$ cat src/rtl/ifc_pkg.sv
// Shared definitions for the instruction fetch controller: FSM state
// encoding and the instruction word width.
package ifc_pkg;

    localparam int IW = 16;

    typedef enum logic [1:0] {
        ST_IDLE  = 2'd0,
        ST_FETCH = 2'd1,
        ST_STALL = 2'd2,
        ST_DONE  = 2'd3
    } state_t;

endpackage

$ cat src/rtl/ifc_fifo.sv
// Fetch queue: DEPTH entries of W bits with a combinational head output,
// synchronous flush and asynchronous reset of the occupancy state.
// DEPTH must be a power of two so the pointers wrap naturally.
module ifc_fifo
    import ifc_pkg::*;
#(
    parameter int DEPTH = 2,
    parameter int W     = 22,
    localparam int AW   = (DEPTH > 1) ? $clog2(DEPTH) : 1,
    localparam int CW   = $clog2(DEPTH + 1)
) (
    input  logic          clk_i,
    input  logic          rst_i,
    input  logic          flush_i,
    input  logic          push_i,
    input  logic          pop_i,
    input  logic [W-1:0]  wdata_i,
    output logic [W-1:0]  rdata_o,
    output logic          full_o,
    output logic          empty_o,
    output logic [CW-1:0] count_o
);

    logic [W-1:0]  mem_q [DEPTH];
    logic [AW-1:0] wr_ptr_q;
    logic [AW-1:0] rd_ptr_q;
    logic [CW-1:0] count_q;

    // Storage entries carry no reset; only the occupancy tracking does.
    for (genvar gi = 0; gi < DEPTH; gi++) begin : g_entry
        // Capture the pushed word into the entry addressed by the write pointer.
        always_ff @(posedge clk_i) begin
            if (push_i && (wr_ptr_q == AW'(gi))) begin
                mem_q[gi] <= wdata_i;
            end
        end
    end

    // Pointer and occupancy bookkeeping; flush empties the queue in one cycle.
    always_ff @(posedge clk_i or posedge rst_i) begin
        if (rst_i) begin
            wr_ptr_q <= '0;
            rd_ptr_q <= '0;
            count_q  <= '0;
        end else if (flush_i) begin
            wr_ptr_q <= '0;
            rd_ptr_q <= '0;
            count_q  <= '0;
        end else begin
            if (push_i) wr_ptr_q <= wr_ptr_q + AW'(1);
            if (pop_i)  rd_ptr_q <= rd_ptr_q + AW'(1);
            if (push_i && !pop_i)      count_q <= count_q + CW'(1);
            else if (pop_i && !push_i) count_q <= count_q - CW'(1);
        end
    end

    // Head reads as zero when empty so the outputs are clean after reset.
    assign rdata_o = (count_q == '0) ? '0 : mem_q[rd_ptr_q];
    assign full_o  = (count_q == CW'(DEPTH));
    assign empty_o = (count_q == '0);
    assign count_o = count_q;

endmodule

$ cat src/rtl/instr_fetch_ctrl.sv
// Instruction fetch controller: walks the PC from RESET_PC to LAST_PC,
// pushing {PC, instruction} into a small queue drained by decode, with
// redirect (flush + new PC) support.
// Optional feature: define IFC_STALL_CNT_EN to add the STALL_CNT output,
// a saturating count of cycles spent in STALL.
module instr_fetch_ctrl
    import ifc_pkg::*;
#(
    parameter int              PC_W     = 6,
    parameter int              DEPTH    = 2,
    parameter logic [PC_W-1:0] RESET_PC = '0,
    parameter logic [PC_W-1:0] LAST_PC  = PC_W'(7)
) (
    input  logic            CLK,
    input  logic            RST,
    input  logic            RUN,
    output logic [PC_W-1:0] IM_ADDR,
    input  logic [IW-1:0]   IM_DATA,
    output logic            IR_VALID,
    output logic [IW-1:0]   IR_DATA,
    output logic [PC_W-1:0] IR_PC,
    input  logic            IR_READY,
    input  logic            REDIR_VALID,
    input  logic [PC_W-1:0] REDIR_PC,
    output logic [1:0]      STATE
`ifdef IFC_STALL_CNT_EN
    ,
    output logic [15:0]     STALL_CNT
`endif
);

    localparam int EW = PC_W + IW;
    localparam int CW = $clog2(DEPTH + 1);

    state_t          state_q, state_d;
    logic [PC_W-1:0] pc_q, pc_d;

    logic            push;
    logic            pop;
    logic            will_be_full;
    logic            fifo_full;
    logic            fifo_empty;
    logic [CW-1:0]   fifo_count;
    logic [EW-1:0]   fifo_head;

    // A redirect suppresses both queue operations in its cycle.
    assign pop  = !fifo_empty && IR_READY && !REDIR_VALID;
    assign push = (state_q == ST_FETCH) && (!fifo_full || pop) && !REDIR_VALID;

    // Without a pop the queue ends the cycle full if it already is, or if
    // this push takes the last free slot.
    assign will_be_full = !pop && (fifo_full || (push && (fifo_count == CW'(DEPTH - 1))));

    ifc_fifo #(
        .DEPTH (DEPTH),
        .W     (EW)
    ) u_fifo (
        .clk_i   (CLK),
        .rst_i   (RST),
        .flush_i (REDIR_VALID),
        .push_i  (push),
        .pop_i   (pop),
        .wdata_i ({pc_q, IM_DATA}),
        .rdata_o (fifo_head),
        .full_o  (fifo_full),
        .empty_o (fifo_empty),
        .count_o (fifo_count)
    );

    // State and PC registers.
    always_ff @(posedge CLK or posedge RST) begin
        if (RST) begin
            state_q <= ST_IDLE;
            pc_q    <= RESET_PC;
        end else begin
            state_q <= state_d;
            pc_q    <= pc_d;
        end
    end

    // Next state and PC; redirect outranks every other event in the cycle,
    // and reaching LAST_PC outranks RUN=0.
    always_comb begin
        state_d = state_q;
        pc_d    = pc_q;
        if (REDIR_VALID) begin
            pc_d = REDIR_PC;
            if (state_q != ST_IDLE) state_d = ST_FETCH;
        end else begin
            if (push) pc_d = pc_q + PC_W'(1);
            case (state_q)
                ST_IDLE: begin
                    if (RUN) state_d = ST_FETCH;
                end
                ST_FETCH: begin
                    if (push && (pc_q == LAST_PC)) state_d = ST_DONE;
                    else if (!RUN)                 state_d = ST_IDLE;
                    else if (will_be_full)         state_d = ST_STALL;
                end
                ST_STALL: begin
                    if (!RUN)     state_d = ST_IDLE;
                    else if (pop) state_d = ST_FETCH;
                end
                ST_DONE: begin
                    state_d = ST_DONE;
                end
                default: begin
                    state_d = ST_IDLE;
                end
            endcase
        end
    end

    assign IM_ADDR  = pc_q;
    assign STATE    = state_q;
    assign IR_VALID = !fifo_empty;
    assign IR_PC    = fifo_head[EW-1:IW];
    assign IR_DATA  = fifo_head[IW-1:0];

`ifdef IFC_STALL_CNT_EN
    logic [15:0] stall_cnt_q;

    // Count cycles spent in STALL, holding at the maximum value.
    always_ff @(posedge CLK or posedge RST) begin
        if (RST) begin
            stall_cnt_q <= '0;
        end else if ((state_q == ST_STALL) && (stall_cnt_q != 16'hFFFF)) begin
            stall_cnt_q <= stall_cnt_q + 16'd1;
        end
    end

    assign STALL_CNT = stall_cnt_q;
`endif

endmodule

$ cat config.mk
export PLATFORM = sky130hd
export DESIGN_NAME = instr_fetch_ctrl
export DESIGN_NICKNAME = d
export VERILOG_FILES = /design/src/rtl/ifc_pkg.sv /design/src/rtl/ifc_fifo.sv /design/src/rtl/instr_fetch_ctrl.sv
export SDC_FILE = /design/constraint.sdc
export NUM_CORES = 1
export LEC_CHECK = 0
export ABC_AREA = 1
export BUFFER_PORTS_ARGS = -buffer_cell sky130_fd_sc_hd__buf_2
export CAP_MARGIN = 10
export CORE_MARGIN = 2
export CORE_UTILIZATION = 58
export DETAILED_ROUTE_END_ITERATION = 7
export GPL_TIMING_DRIVEN = 1
export HOLD_SLACK_MARGIN = 0.08
export PLACE_DENSITY = 0.92
export SYNTH_ARGS = -nofsm -noshare
export SYNTH_HDL_FRONTEND = slang
export SYNTH_HIERARCHICAL = 1
export SYNTH_SLANG_ARGS = --single-unit
$ cat constraint.sdc
create_clock -name CLK -period 6.95 [get_ports CLK]
set_clock_uncertainty 0.05 [all_clocks]
set_input_delay 1.7375 -clock CLK [delete_from_list [all_inputs] [get_ports CLK]]
set_output_delay 1.7375 -clock CLK [all_outputs]
set_load 0.1 [all_outputs]
---- Word-level counts from Yosys, hierarchy flattened ----
Memories as Yosys holds them, arrays and structs flattened.
Index checks and enable logic that the tools add are counted.
word-level totals
  output and inout bits ................... 31
  bits of input ports ..................... 27
  register bits ........................... 12
  logic and storage cells ................. 74
  memories kept ........................... 1
  RAM bits ................................ 44
operators by class
  reductions and logical operators ........ 26
  add/subtract/negate cells ............... 5
  bitwise logic cells ..................... 1
  multiplexer cells ....................... 26
  equal/unequal tests ..................... 10
memories
  memory        depth  bits a word  rd ports  clocked after Yosys merged registers in  write ports  line            source
  u_fifo.mem_q  2      22           1         0                                        1            ifc_fifo.sv:24  logic [W-1:0] mem_q [DEPTH];
operator list
  cell                   number
  $mux W22               2
  $mux W2                11
  $reduce_or A22 Y1      1
  $mux W6                2
  $logic_and A1 B1 Y1    11
  $mux W1                10
  $pmux W2 S4            1
  $add A6 B1 Y6 const B  1
  $eq A2 B2 Y1 const B   3
  $eq A6 B3 Y1 const B   1
  $reduce_bool A2 Y1     3
  $logic_not A1 Y1       5
  $ne A5 B4 Y1 const B   1
  $eq A2 B1 Y1 const B   2
  $logic_not A2 Y1       2
  $ne A4 B4 Y1 const B   1
  $reduce_and A4 Y1      1
  $ne A3 B3 Y1 const B   1
  $reduce_bool A3 Y1     1
  $add A1 B1 Y1 const B  2
  $add A2 B1 Y2 const B  1
  $logic_or A1 B1 Y1     2
  $ne A2 B1 Y1 const B   1
  $sub A2 B1 Y2 const B  1
  $not A1 Y1             1

---- Longest topological paths before layout ----
Gate-level depths: netlist of run 1.
  word-level depth ........................ 15
  depth in mapped cells ................... 12
  gate-level depth less buffers ........... 11

---- By module ----
The synthesis of run 1 kept the hierarchy.
modules (own cells, without submodules)
  module            area each (µm²)  cells an instance  sequential area each (µm²)  times used
  ifc_fifo          1989.4           151                1421.4                      1
  instr_fetch_ctrl  626.9            87                 200.2                       1

---- Least setup slack after synthesis of run 1 ----
OpenSTA, ideal clock, no wires.
  path type ............................... in2reg
  from .................................... input REDIR_VALID
  to ...................................... memory u_fifo.mem_q[0][0], enable pin
  path buffers ............................ 1
  arrival time ............................ 3442 ps
  path slack .............................. 3057 ps
  stages on the path ...................... 8
  setup time .............................. 401 ps
  required time ........................... 6499 ps
  cell sequence ........................... buf_6 > inv_6 > nand3_4 > a21oi_4 > nand2_2 > inv_2 > inv_1 > nor2_1
on the way
  longest elaborated chain between the ends .. 10
  elaborated cells on any way between the ends .. 14
  classes of those cells .................. mux: 6; reduce/logical: 8
RTL lines
  item                           line                                            source
  start: declaration             instr_fetch_ctrl.sv:23                          input logic REDIR_VALID,
  $logic_not A1 Y1 *             instr_fetch_ctrl.sv:47, instr_fetch_ctrl.sv:48
  $logic_and A1 B1 Y1            instr_fetch_ctrl.sv:47                          assign pop = !fifo_empty && IR_READY && !REDIR_VALID;
  $logic_or A1 B1 Y1             instr_fetch_ctrl.sv:48                          assign push = (state_q == ST_FETCH) && (!fifo_full || pop) && !REDIR_VALID;
  $logic_and A1 B1 Y1            instr_fetch_ctrl.sv:48
  $logic_and A1 B1 Y1 *          instr_fetch_ctrl.sv:48
  net push                       instr_fetch_ctrl.sv:38                          logic push;
  $logic_and A1 B1 Y1            ifc_fifo.sv:33                                  if (push_i && (wr_ptr_q == AW'(gi))) begin
  $mux W1                        ifc_fifo.sv:33
  $mux W1 (not written as such)  ifc_fifo.sv:34                                  mem_q[gi] <= wdata_i;
  $reduce_or A22 Y1 (no line)    n/a
  $mux W1 (no line)              n/a
  end: declaration               ifc_fifo.sv:24
Mark *: on every way through the listed nets, which the timed path passes. The rest lies on a longest branch.

---- Worst setup path after layout of run 1 ----
  from .................................... register u_fifo.rd_ptr_q
  to ...................................... output IR_DATA[2]
on the way
  longest elaborated chain between the ends .. 2
RTL lines
  item                      line                    source
  start: declaration        ifc_fifo.sv:26          logic [AW-1:0] rd_ptr_q;
  start signal: assignment  ifc_fifo.sv:51          if (pop_i) rd_ptr_q <= rd_ptr_q + AW'(1);
  $mem_v2 Z2 W22            n/a
  $mux W22                  ifc_fifo.sv:58          assign rdata_o = (count_q == '0) ? '0 : mem_q[rd_ptr_q];
  end: declaration          instr_fetch_ctrl.sv:20  output logic [IW-1:0] IR_DATA,
No other way between the ends.

==> impl_metrics.toml, run 1 <==
[outcome]
outcome = "complete, no violations"

[cells_and_area]
area_growth_pct = 13.1
final_layout_size_suffix_gt1_share_pct = 33.6
fin_area_mm2 = 0.00296
final_core_util_pct = 68.0
fillers = 327
final_cells = 347
multi_input_area_um2 = 813
regArea_mm2 = 0.00162
antennaDiodeCount = 0
fin_nets = 322

[synthesis]
yosysSeqAreaShare_pct = 62.0
synth_compound_area_share_pct = 11.0
syn_area_mm2 = 0.00262
ys_types = 24
synthSimpleGateAreaFrac_pct = 18.6
synthAdderAreaFrac_pct = 0.478
synth_cells = 238
mappedNetlistNets = 266
synthMuxAreaShare_pct = 0
syn_avg_cell_area_um2 = 11.0
synth-seq-cells = 56
synthXorXnorAreaFrac_pct = 1.00
synth_top_family_by_area = "simple AND/OR/NAND/NOR gates"
yosys_warnings = 6

[clocking]
ctsHoldBuffers = 0
numCtsBuffers = 5
clock-sinks = 56
path_clk_slew_ns = 0.09
postCtsSetupBuffers = 0
clkLatencyLatePin_ns = 0.29
cts_tree = "built"
ctsResizeCount = 0
htreeDepth = 2
cts_root_buf = "clkbuf_8"
clk_path_buf_depth = 2

[critical_path]
start_kind = "flop"
required_ns = 5.16
critPathMaxFanout = 25
path_class = "flop to output port"
crit_arrival_ns = 2.09
end_kind = "output port"

[global_routing]
grt_pass1_vias = 1792
grt_pass1_wl_mm = 7.85
grt.overflow.total = 0
grt_use_total_pct = 19.7
antenna_found_initial = 0
grt_max_degree = 26

[sta]
max_clock_freq_mhz = 258
finalMaxSlewViolations = 0
fin_tns_setup_ns = 0
worst_slew_pin_slew_ns = 1.10
fin_crit_sh_pct = 55.8
min_period_ns = 3.88
setup_viol = 0
worst_slew_margin_rel_pct = 26.4
rsz0062_at_grt = "no"
hold_viol_final = 0

[routing]
ant_nets = 0
drtIter0Drc = 153
drc = 0
num_vias = 1820
drt_first_pass_iters = 4
wire_per_inst_um = 13.6
routed_wl_mm = 4.71
vias_per_cell = 5.24

[floorplanning]
pin_count = 58
die_area_mm2 = 0.00506
core_mm2 = 0.00435
die_x_um = 71.2
initial_core_util_pct = 60.1
rows = 24
die_h_um = 71.2

[worst_hold_path]
hold_path_class = "flop to flop"

[placed_design]
dpl_cell_area_mm2 = 0.00288
io_buffers = 57
dp_hpwl_mm = 3.42
dp.cells = 339
place.gp.congestion = 0.845

[job]
cap_viol_max_count = 0
## area by class of cell
class                           instances  area share, %
Clock buffer                            7           2.58
Clock inverter                          1          0.127
Inverter                               23           3.17
Multi-Input combinational cell        151           27.5
Sequential cell                        56           54.8
Tap cell                               52           2.20
Timing Repair Buffer                   57           9.64
## cell usage after synthesis
master,instances,area share (%)
nand2_1,76,11
edfxtp_1,44,51
a21oi_2,20,6.7
inv_1,18,2.6
nand3_1,16,3.1
dfrtp_1,12,11
nor2_1,11,1.6
buf_6,8,3.4
a21oi_1,6,1.1
nand4_1,4,0.96
inv_2,3,0.43
o211ai_2,3,1.4
o21ai_0,3,0.57
nand2_2,2,0.48
nor2_2,2,0.48
xnor2_1,2,0.67
a21oi_4,1,0.62
ha_1,1,0.48
inv_4,1,0.24
inv_6,1,0.33
nand3_4,1,0.67
nor2_4,1,0.43
o31ai_2,1,0.48
xor2_1,1,0.33
## placed cells by master (no fill, tap or decap), drive strengths merged
master  instances
nand2          78
buf            57
edfxtp         44
a21oi          27
inv            23
nand3          17
nor2           14
dfrtp          12
clkbuf          7
nand4           4
o211ai          3
o21ai           3
xnor2           2
o31ai           1
xor2            1
ha              1
clkinv          1
## critical path: stages (launching register included)
cell	delay, ns
dfrtp_1	0.72
inv_4	0.36
nand2_1	0.10
a21oi_2	0.15
buf_2	0.45
## flip-flops by register name (all words and copies together) (netlist names)
signal	cells
u_fifo/wr_ptr_q	1
STATE	2
u_fifo/rd_ptr_q	1
u_fifo/mem_q	44
u_fifo/count_o	2
IM_ADDR	6
## final timing paths
check                                         startpoint                       endpoint  slack, ns  depth (start not counted)
max                          u_fifo/rd_ptr_q$_DFFE_PP0P_                     IR_DATA[2]       3.07                          4
min                               IM_ADDR[1]$_DFFE_PP0P_  u_fifo/mem_q[1][17]$_DFFE_PP_       0.54                          0
max reg2reg                u_fifo/count_o[0]$_DFFE_PP0P_  u_fifo/mem_q[0][17]$_DFFE_PP_       4.20                          8
min reg2reg                       IM_ADDR[1]$_DFFE_PP0P_  u_fifo/mem_q[1][17]$_DFFE_PP_       0.54                          0
max in group asynchronous                            RST         IM_ADDR[4]$_DFFE_PP0P_       5.22                          2
min in group asynchronous                            RST  u_fifo/count_o[1]$_DFFE_PP0P_       1.28                          2
## through the flow
stage	hold slack, ns	worst slack [ns]
2_1_floorplan	0.472	3.06
3_3_place_gp	0.495	3.13
3_5_place_dp	0.521	3.02
4_1_cts	0.537	3.06
5_1_grt	0.571	2.91
6_report	0.537	3.07
## kinds of logic after synthesis
logic type	Yosys count
simple gates	113
buf+inv	31
flops	56
xor+xnor	3
compound gates	34
fa+ha+maj	1
## metal layers
metal | track usage, % | vias to the layer above | wire (um)
met5 | 0 | - | 0
met4 | 5.24 | 0 | 42
met2 | 35.4 | 59 | 2460
met3 | 4.99 | 6 | 270
li1 | - | 913 | -
met1 | 23.5 | 842 | 1940
Power of run 1 is not shown: default switching activity piles up to over one toggle a cycle in this logic, so the estimate is an artifact.
==> run 2: changes to the inputs <==
--- a/config.mk
+++ b/config.mk
@@ -9,11 +9,11 @@
 export BUFFER_PORTS_ARGS = -buffer_cell sky130_fd_sc_hd__buf_2
 export CAP_MARGIN = 10
 export CORE_MARGIN = 2
-export CORE_UTILIZATION = 58
+export CORE_UTILIZATION = 48
 export DETAILED_ROUTE_END_ITERATION = 7
 export GPL_TIMING_DRIVEN = 1
 export HOLD_SLACK_MARGIN = 0.08
-export PLACE_DENSITY = 0.92
+export PLACE_DENSITY = 0.82
 export SYNTH_ARGS = -nofsm -noshare
 export SYNTH_HDL_FRONTEND = slang
 export SYNTH_HIERARCHICAL = 1
==> constraint.sdc (replaced) <==
create_clock -name CLK -period 3.4 [get_ports CLK]
set_clock_uncertainty 0.05 [all_clocks]
set_input_delay 0.85 -clock CLK [delete_from_list [all_inputs] [get_ports CLK]]
set_output_delay 0.85 -clock CLK [all_outputs]
set_load 0.1 [all_outputs]
==> run 2 against run 1 <==
Compared with the run above: clock-buffer cell count decreased by 1; setup slack lost 2.7 ns; core utilization is 9.5 points lower; die area increased by 20%; global-route usage is 3.6 points lower.
==> impl_metrics.toml, run 2 (same netlist as run 1, synthesis figures left out) <==
[outcome]
outcome = "complete, no violations"

[routing]
wire_per_inst_um = 12.7
drc = 0
vias_per_cell = 5.02
routed_wl_mm = 4.64
drt_first_pass_iters = 4
ant_nets = 0
drtIter0Drc = 67
num_vias = 1842

[global_routing]
grt_use_total_pct = 16.1
use_met1_pct = 18.9
grt_max_degree = 26
use_met3_pct = 3.49
antenna_found_initial = 0
grt_pass1_wl_mm = 7.69
grtUsageMet2_pct = 28.6
grt.overflow.total = 0
grt_pass1_vias = 1777
busiest_layer = "met2"

[sta]
max_clock_freq_mhz = 332
finalMaxSlewViolations = 0
min_period_ns = 3.01
hold_viol_final = 0
rsz0062_at_grt = "no"
fin_tns_setup_ns = 0
worst_slew_margin_rel_pct = 43.6
fin_crit_sh_pct = 88.5
setup_viol = 0
worst_slew_pin_slew_ns = 0.846

[critical_path]
reg2reg_depth = 9
reg2reg_slack_ns = 0.90
critPathMaxFanout = 25
path_class = "flop to output port"
critPathMaxStageDelay_ns = 0.71
worstSetupStartpoint = "u_fifo/rd_ptr_q$_DFFE_PP0P_"
crit_arrival_ns = 2.11
critPathSlowestCell = "dfrtp_1"
cp_cell_sequence = "inv_4 > nand2_1 > a21oi_2 > buf_2"
r2r-start = "u_fifo/count_o[0]$_DFFE_PP0P_"
start_kind = "flop"
r2r_end = "u_fifo/mem_q[1][9]$_DFFE_PP_"
end_kind = "output port"
required_ns = 2.50

[clocking]
ctsResizeCount = 0
clock-sinks = 56
clk_path_buf_depth = 2
cts_tree = "built"
postCtsSetupBuffers = 0
numCtsBuffers = 5
path_clk_slew_ns = 0.08
clkLatencyLatePin_ns = 0.30
ctsHoldBuffers = 0
cts_root_buf = "clkbuf_8"
htreeDepth = 2

[cells_and_area]
top_register = "u_fifo/mem_q"
largest_reg_flops = 44
fin_nets = 324
final_layout_size_suffix_gt1_share_pct = 34.7
final_cell_mix = "nand2_1 (76), buf_2 (57), edfxtp_1 (44)"
area_growth_pct = 15.6
fillers = 405
antennaDiodeCount = 0
layout_commonest_cell = "nand2_1"

[floorplanning]
die_area_mm2 = 0.00606
die_h_um = 77.8
die_x_um = 77.8
core_mm2 = 0.00517
rows = 26
initial_core_util_pct = 50.6
pin_count = 58

[job]
cap_viol_max_count = 0

[placed_design]
io_buffers = 57
place.gp.congestion = 0.780
dp_hpwl_mm = 3.28

[worst_hold_path]
hold_path_class = "input port to asynchronous set/reset pin"
## run 2: cell types whose count changed in the layout (fill, tap and decap cells not counted)
cell / before / now
buf_4: 0 / 2
bufinv_16: 0 / 1
clkbuf_1: 2 / 1
clkinv_1: 1 / 0
clkinv_2: 0 / 1
## run 2: worst max path at each step
stage / end / slack (ns) / cells after the start
3_3_place_gp: IR_PC[5] / 0.80 / 4
6_report: IR_DATA[3] / 0.39 / 4
4_1_cts: IR_DATA[3] / 0.39 / 4
2_1_floorplan: u_fifo/mem_q[0][0]$_DFFE_PP_ / 0.04 / 9
3_5_place_dp: IR_DATA[3] / 0.72 / 4
5_1_grt: IR_PC[1] / 0.24 / 4
## run 2: critical path: cells and delay by family, from the launching register on
kind	cells	cell delay, ns
AOI/OAI and AO/OA	1	0.17
DFF	1	0.71
buffers and inverters	2	0.81
and+or+nand+nor	1	0.13
## run 2: final cells by class
| class | instances | area, um^2 | area share, % |
|---|---|---|---|
| repair buffers | 59 | 300 | 9.93 |
| flip-flops and latches | 56 | 1620 | 53.6 |
| well taps | 70 | 87.6 | 2.90 |
| clock inverters | 2 | 35.0 | 1.16 |
| clock buffers | 6 | 72.6 | 2.40 |
| inverters | 23 | 93.8 | 3.10 |
| multi-input cells | 151 | 813 | 26.9 |
## run 2: per-layer routing
layer | routed length (um) | share of wire (%) | up-vias
met5 | 0 | 0 | -
met4 | 112 | 2.4 | 0
met3 | 243 | 5.2 | 13
met2 | 2380 | 51 | 57
met1 | 1910 | 41 | 859
li1 | - | - | 913
## run 2: per-stage QoR
stage / util (%) / cells / hold slack (ns) / area (um^2) / setup slack [ns]
2_1_floorplan: - / 238 / 0.472 / 2620 / 0.0373
3_5_place_dp: 56.4 / 359 / 0.517 / 2920 / 0.723
5_1_grt: 58.5 / 367 / 0.394 / 3020 / 0.236
4_1_cts: 58.5 / 367 / 0.386 / 3020 / 0.389
3_3_place_gp: 56.4 / 359 / 0.500 / 2920 / 0.802
6_report: 58.5 / 367 / 0.393 / 3020 / 0.392
Power of run 2 is left out for the same reason.
